`src/rtl/ahb_wbm_bridge.sv`:
```
// ahb_wbm_bridge: AHB slave to Wishbone B3 master bridge; byte lanes are swapped between the
// big-endian AHB side and the little-endian Wishbone side, and fixed AHB bursts become tagged WB bursts.
module ahb_wbm_bridge #(
  parameter int TIMEOUT = 256
) (
  input  logic        clk,
  input  logic        rst_n,
  input  logic        ahbsi_hsel,
  input  logic        ahbsi_hwrite,
  input  logic        ahbsi_hready,
  input  logic [31:0] ahbsi_haddr,
  input  logic [31:0] ahbsi_hwdata,
  input  logic [1:0]  ahbsi_htrans,
  input  logic [2:0]  ahbsi_hsize,
  input  logic [2:0]  ahbsi_hburst,
  output logic        ahbso_hready,
  output logic [1:0]  ahbso_hresp,
  output logic [31:0] ahbso_hrdata,
  output logic [31:0] wbm_adr_o,
  output logic [31:0] wbm_dat_o,
  output logic [3:0]  wbm_sel_o,
  output logic        wbm_cyc_o,
  output logic        wbm_stb_o,
  output logic        wbm_we_o,
  output logic [2:0]  wbm_cti_o,
  output logic [1:0]  wbm_bte_o,
  input  logic [31:0] wbm_dat_i,
  input  logic        wbm_ack_i,
  input  logic        wbm_err_i,
  input  logic        wbm_rty_i
);
  typedef enum logic [2:0] {IDLE, ACCESS, HOLD, ERR1, ERR2} state_t;
  localparam int TW = $clog2(TIMEOUT + 2);
  localparam logic [TW-1:0] TMAX = TW'(TIMEOUT > 0 ? TIMEOUT - 1 : 0);
  state_t state_q, state_d, nxt;
  logic [31:0] adr_q, adr_d;
  logic [3:0] sel_q, sel_d, cnt_q, cnt_d, sel_new;
  logic we_q, we_d, burst_q, burst_d;
  logic [1:0] bte_q, bte_d, hresp_q, hresp_d, hb;
  logic [TW-1:0] tmo_q, tmo_d;
  logic resp, ack_ok, acc, aerr, busy, tmo_exp;
  assign wbm_dat_o = {ahbsi_hwdata[7:0], ahbsi_hwdata[15:8], ahbsi_hwdata[23:16], ahbsi_hwdata[31:24]};
  assign ahbso_hrdata = {wbm_dat_i[7:0], wbm_dat_i[15:8], wbm_dat_i[23:16], wbm_dat_i[31:24]};
  assign resp = wbm_ack_i | wbm_err_i | wbm_rty_i;
  assign ack_ok = (state_q == ACCESS) & wbm_ack_i & ~wbm_err_i & ~wbm_rty_i;
  assign ahbso_hready = (state_q == ACCESS) ? ack_ok : (state_q != ERR1);
  assign ahbso_hresp = (state_q == ERR1 || state_q == ERR2) ? hresp_q : 2'b00;
  assign acc = ahbsi_hsel & ahbsi_hready & ahbso_hready & ahbsi_htrans[1];
  assign busy = ahbsi_hsel & ahbsi_hready & (ahbsi_htrans == 2'b01);
  assign aerr = (ahbsi_hsize > 3'd2) | ((ahbsi_hsize == 3'd1) & ahbsi_haddr[0]) |
                ((ahbsi_hsize == 3'd2) & (|ahbsi_haddr[1:0]));
  assign sel_new = (ahbsi_hsize == 3'd0) ? 4'b0001 << ahbsi_haddr[1:0] :
                   (ahbsi_hsize == 3'd1) ? (ahbsi_haddr[1] ? 4'b1100 : 4'b0011) : 4'b1111;
  assign hb = ahbsi_hburst[2:1];
  assign tmo_exp = (TIMEOUT != 0) && (tmo_q == TMAX);
  assign nxt = acc ? (aerr ? ERR1 : ACCESS) : IDLE;
  assign wbm_adr_o = adr_q;
  assign wbm_sel_o = sel_q;
  assign wbm_we_o = we_q;
  assign wbm_bte_o = bte_q;
  assign wbm_cyc_o = (state_q == ACCESS) | (state_q == HOLD);
  assign wbm_stb_o = state_q == ACCESS;
  assign wbm_cti_o = burst_q ? (|cnt_q ? 3'b010 : 3'b111) : 3'b000;
  always_comb begin
    state_d = state_q;
    adr_d = adr_q;
    sel_d = sel_q;
    we_d = we_q;
    cnt_d = cnt_q;
    burst_d = burst_q;
    bte_d = bte_q;
    hresp_d = hresp_q;
    tmo_d = ((state_q == ACCESS) && !resp) ? tmo_q + 1'b1 : '0;
    case (state_q)
      ACCESS: begin
        if (wbm_err_i || wbm_rty_i) begin
          state_d = ERR1;
          hresp_d = wbm_err_i ? 2'b01 : 2'b10;
        end else if (wbm_ack_i) begin
          state_d = (busy && burst_q && |cnt_q) ? HOLD : nxt;
        end else if (tmo_exp) begin
          state_d = ERR1;
          hresp_d = 2'b01;
        end
      end
      HOLD: state_d = busy ? HOLD : nxt;
      ERR1: state_d = ERR2;
      default: state_d = nxt;
    endcase
    if (ack_ok && |cnt_q) cnt_d = cnt_q - 4'd1;
    if (acc && aerr) hresp_d = 2'b01;
    if (acc && !aerr) begin
      adr_d = {ahbsi_haddr[31:2], 2'b00};
      sel_d = sel_new;
      we_d = ahbsi_hwrite;
      // NONSEQ starts a new burst; SEQ keeps the running beat count
      if (!ahbsi_htrans[0]) begin
        cnt_d = {hb == 2'd3, hb[1], |hb, |hb};
        burst_d = |hb;
        bte_d = ahbsi_hburst[0] ? 2'b00 : hb;
      end
    end
  end
  always_ff @(posedge clk) begin
    if (!rst_n) begin
      state_q <= IDLE;
      adr_q <= '0;
      sel_q <= '0;
      we_q <= 1'b0;
      cnt_q <= '0;
      burst_q <= 1'b0;
      bte_q <= '0;
      hresp_q <= '0;
      tmo_q <= '0;
    end else begin
      state_q <= state_d;
      adr_q <= adr_d;
      sel_q <= sel_d;
      we_q <= we_d;
      cnt_q <= cnt_d;
      burst_q <= burst_d;
      bte_q <= bte_d;
      hresp_q <= hresp_d;
      tmo_q <= tmo_d;
    end
  end
endmodule
```
`config.mk`:
```
export PLATFORM = sky130hd
export DESIGN_NAME = ahb_wbm_bridge
export DESIGN_NICKNAME = d
export VERILOG_FILES = /design/src/rtl/ahb_wbm_bridge.sv
export SDC_FILE = /design/constraint.sdc
export NUM_CORES = 1
export LEC_CHECK = 0
export ABC_AREA = 1
export CORE_UTILIZATION = 32
export CTS_CLUSTER_DIAMETER = 200
export CTS_CLUSTER_SIZE = 8
export DETAILED_ROUTE_END_ITERATION = 10
export GPL_TIMING_DRIVEN = 0
export PLACE_DENSITY_LB_ADDON = 0.05
export RECOVER_POWER = 50
export SYNTH_ARGS = -nofsm -noshare
export SYNTH_HDL_FRONTEND = slang
export SYNTH_SLANG_ARGS = --single-unit
```
`constraint.sdc`:
```
create_clock -name clk -period 2 [get_ports clk]
set_input_delay 0.6 -clock clk [delete_from_list [all_inputs] [get_ports clk]]
set_output_delay 0.6 -clock clk [all_outputs]
set_load 0.005 [all_outputs]
```
* Yosys cells after proc, flatten, opt, wreduce, memory -nomap -nowiden *
Index checks and enable logic that the tools add are counted.

word-level totals
  bits in registers = 56
  bits in latches = 0
  memory bits (writable) = 0
  bits in read-only memories = 0
  input bits = 112
  output and inout port bits = 111
  word-level logic and storage cells = 92
  memories = 0

cells by class
  add/sub/neg operators = 2
  multipliers = 0
  divide/modulo/power cells = 0
  $lt $le $gt $ge = 1
  eq/ne operators = 13
  shift operators = 1
  mux-type cells = 25
  bitwise operators = 18
  reductions and logical operators = 22

operators with widths
  kind                   number
  $mux W4                6
  $mux W2                10
  $mux W3                5
  $add A9 B1 Y9 const B  1
  $and A1 B1 Y1          9
  $eq A3 B2 Y1 const B   3
  $eq A9 B8 Y1 const B   1
  $pmux W3 S3            1
  $eq A3 B1 Y1 const B   2
  $logic_and A1 B1 Y1    6
  $reduce_and A3 Y1      2
  $reduce_or A2 Y1       3
  $or A1 B1 Y1           5
  $ne A4 B1 Y1 const B   1
  $not A1 Y1             4
  $reduce_and A2 Y1      2
  $reduce_bool A2 Y1     2
  $reduce_or A4 Y1       1
  $shl A1 B2 Y4 const A  1
  $sub A4 B1 Y4 const B  1
  $eq A3 B3 Y1 const B   1
  $gt A3 B2 Y1 const B   1
  $logic_not A3 Y1       1
  $mux W1                3
  other kinds (8)        10

* Longest topological paths before layout *
  depth in word-level cells = 12
  depth in mapped cells = 14
  depth with buffers taken out = 14

* Least setup slack after synthesis *
Ideal clock, no wire load.

  kind = register to register
  start point = register tmo_q[0]
  end point = register hresp_q[0]
  library setup time = 132 ps
  data arrival time = 1519 ps
  data required time = 1868 ps
  path slack = 349 ps
  stages on the path, launching flop included = 14
  buffers on the path = 0
  period minus slack after synthesis = 1651 ps
  path through = dfxtp_1 -> ha_1 -> nand2_1 -> inv_1 -> nand2_1 -> nor3_1 -> nand2_1 -> nor2_1 -> ha_1 -> nor3_1 -> nor2_1 -> nand4_1 -> nand2_1 -> a21oi_1

on the way
  longest elaborated chain between the ends = 3

RTL lines
  item                          RTL line  source
  start: declaration            40        logic [TW-1:0] tmo_q, tmo_d;
  start signal: assignment      124       tmo_q <= tmo_d;
  $eq A9 B8 Y1                  55        assign tmo_exp = (TIMEOUT != 0) && (tmo_q == TMAX);
  $reduce_bool A3 Y1 (no line)  n/a
  $reduce_and A3 Y1 (no line)   n/a
  end signal: assignment        123       hresp_q <= hresp_d;
  end: declaration              39        logic [1:0] bte_q, bte_d, hresp_q, hresp_d, hb;

Every way passes these cells.
A chain may end at the register's enable or synchronous reset.

* Final worst setup path *
  start point = input port wbm_err_i
  end point = output port ahbso_hready

on the way
  longest elaborated chain between the ends = 4

RTL lines
  item                        RTL line  source
  start: declaration          29        input logic wbm_err_i,
  $not A1 Y1                  45        assign ack_ok = (state_q == ACCESS) & wbm_ack_i & ~wbm_err_i & ~wbm_rty_i;
  $and A1 B1 Y1 (2 in a row)  45
  $mux W1                     46        assign ahbso_hready = (state_q == ACCESS) ? ack_ok : (state_q != ERR1);
  end: declaration            16        output logic ahbso_hready,

Every way passes these cells.

==> impl_metrics.ini <==
[timing]
min_period_ps = 1970
finalWorstSetupSlack_ps = 31.0
setup_viol = 0
final-max-slew-violation-count = 0
hold_viol = 0
rsz0062_at_grt = yes
post-route-period-util_pct = 98.4
skew_ps = 8.87
setup-tns-final_ps = 0
slew_headroom_pct = 62.2
max_freq_ghz = 0.508
tightest_slew_ps = 566

[drt]
drtIter0Drc = 63
antenna_left = 0
wl_per_cell_um = 12.5
drcViolationCount = 0
drt_wl_total_um = 8530
vias_per_cell = 4.37
vias = 2977
drt_first_pass_iters = 4

[global_route]
grt_use_total_pct = 17.0
grt_pass1_vias = 2769
grt-ovfl-total = 0
grt_max_degree = 17
antenna_found_initial = 0
grt_pass1_wl_um = 13000

[die]
die_area_sq_um = 9470
core_sq_um = 8760
initial_utilization_pct = 33.2
rows = 34
dieWidth_um = 97.3
io_pins = 223
die_h_um = 97.3

[place]
dp_slack_ps = -722
place_congestion = 0.757
io_buffers = 155
dpl.hpwl_um = 6680
dp_cells = 660

[synth]
synth_top_area_share_pct = 38.6
synthCells = 396
avgSynthCellArea_sq_um = 7.34
yosysTopAreaCell = dfxtp_1
yosysSeqAreaShare_pct = 38.6
yosysWarnings = 0
ys_ff_latch = 56
netlist-cell-type-count = 29
synth.area.top_cells = dfxtp_1 (39%), buf_4 (18%), nand2_1 (13%)
syn_area_sq_um = 2910

[final_layout]
fin_nets = 688
area_growth_syn_to_layout_pct = 69.0
stdcell_count = 682
layout-drive-gt1-share_pct = 23.7
utilization_pct = 56.1
diodes = 0
fillCellCount = 848

[setup_path]
path_class = in2out
end_kind = output pin
cp_slowest_cell = dlygate4sd2_1
crit_fanout = 3
cp.arrival_ps = 1370
critical_path_required_ps = 1400
crit_chain = dlygate4sd2_1 > nor2_4 > nand2_4 > o21bai_4 > clkbuf_2
start_kind = primary input
cp_slowest_stage_delay_ps = 280

[power]
power.density_nw_per_um2 = 464
p_leak_nw = 1.97
vdd_ir_drop_max_v = 0.000258
totalPowerFinal_w = 0.00228

[clock_network]
cts_buffer_depth = 2
numClockSinks = 56
htreeDepth = 2
clock_latency_ps = 310
cts_buffers = 5
cts_tree = done
path_clk_slew_ps = 90
root_buffer = clkbuf_8

[outcome]
outcome = finished, final reports clean

[flow_run]
cap_violations = 0

[min_path]
min_path_type = reg2reg
-- final cells by class --
class	instances	area, sq um	share of cell area, %
repair buffers	168	1630	33.2
multi-input cells	230	1210	24.7
flip-flops and latches	56	1130	23.1
plain buffers	79	578	11.8
well taps	108	135	2.75
inverters	33	126	2.57
clock buffers	7	86.3	1.76
clock inverters	1	7.51	0.153
-- routing by layer --
layer  up-vias  global-route usage (%)  share of wire (%)
li1       1537                       -                  -
met1      1304                    18.0                 39
met2       126                    33.2                 52
met3        10                    3.74                7.1
met4         0                    5.09                1.8
met5         -                       0                  0
-- per-stage QoR --
| step | cell area, sq um | hold WS [ps] |
|---|---|---|
| after global placement | 4600 | 432 |
| after CTS | 4800 | 469 |
| after floorplan | 2910 | 418 |
| after global routing | 4910 | 465 |
| final | 4910 | 450 |
| after detailed placement | 4600 | 449 |
-- kinds of logic after synthesis --
logic type | synth area share, %
flops | 38.6
other cells | 0.129
fa+ha+maj | 1.29
simple gates | 24.5
buf+inv | 24.1
compound gates | 10.8
xor+xnor | 0.603
-- cells in the mapped netlist (all sizes together) --
cell type / n
o21bai: 1
conb: 1
a31oi: 1
inv: 33
nand4: 3
buf: 74
nand3: 12
dfxtp: 56
o211ai: 1
o22ai: 1
a21oi: 43
xor2: 2
nor4: 1
nor3: 8
o21ai: 12
nand2: 100
clkbuf: 5
nor2: 37
nor3b: 2
ha: 3
-- cells in the final DEF, fill, tap and decap left out, types with 2 or more instances in the layout --
cell type | Yosys | final
clkdlybuf4s50_1 | 0 | 145
nand2_1 | 98 | 96
buf_4 | 68 | 81
dfxtp_1 | 56 | 49
a21oi_1 | 43 | 41
nor2_1 | 34 | 28
inv_1 | 31 | 27
o21ai_0 | 12 | 10
nand3_1 | 10 | 9
nor2_4 | 1 | 7
nor3_1 | 7 | 6
clkbuf_1 | 5 | 6
clkbuf_8 | 0 | 6
dlygate4sd2_1 | 0 | 6
inv_2 | 2 | 5
dfxtp_2 | 0 | 5
nand4_1 | 3 | 3
buf_6 | 3 | 3
buf_2 | 3 | 3
nand2_4 | 0 | 2
nand3_4 | 0 | 2
a21oi_2 | 0 | 2
nand2_2 | 2 | 2
nor3_2 | 1 | 2
nor2_2 | 1 | 2
o21ai_1 | 0 | 2
nor3b_2 | 2 | 2
xor2_1 | 2 | 2
ha_4 | 0 | 2
conb_1 | 1 | 2
clkbuf_2 | 0 | 2
clkdlybuf4s15_1 | 0 | 2
dfxtp_4 | 0 | 2
-- final timing paths --
kind	startpoint	endpoint	slack (ps)	depth (start not counted)
max	wbm_err_i	ahbso_hready	30	5
min	tmo_q[0]$_SDFF_PN0_	tmo_q[0]$_SDFF_PN0_	450	1
max reg2reg	tmo_q[0]$_SDFF_PN0_	hresp_q[0]$_SDFFE_PN0P_	170	13
min reg2reg	tmo_q[0]$_SDFF_PN0_	tmo_q[0]$_SDFF_PN0_	450	1
-- flip-flops by register name, summed over array words and instances, names as in the netlist --
register,cells
wbm_adr_o,30
wbm_bte_o,2
wbm_sel_o,4
hresp_q,2
burst_q,1
cnt_q,4
wbm_we_o,1
state_q,3
tmo_q,9
-- worst max-delay path, delay by kind of cell --
kind | cells | cell delay, ps
AO/OA/AOI/OAI | 1 | 140
AND/OR/NAND/NOR | 2 | 210
buffers and inverters | 2 | 410
-- power by group --
group          switching [W]  internal [W]  leakage [nW]
sequential        0.00000963       0.00113         0.456
combinational       0.000168      0.000333          1.47
clock               0.000362      0.000282        0.0445
-- timing repair --
item	in CTS	in global routing
cloned	0	1
hold buffers	0	0
resized for setup	33	25
setup endpoints to repair	43	43
pin swaps	5	13
buffers inserted	7	6
Power figures use the tool's default switching activity.
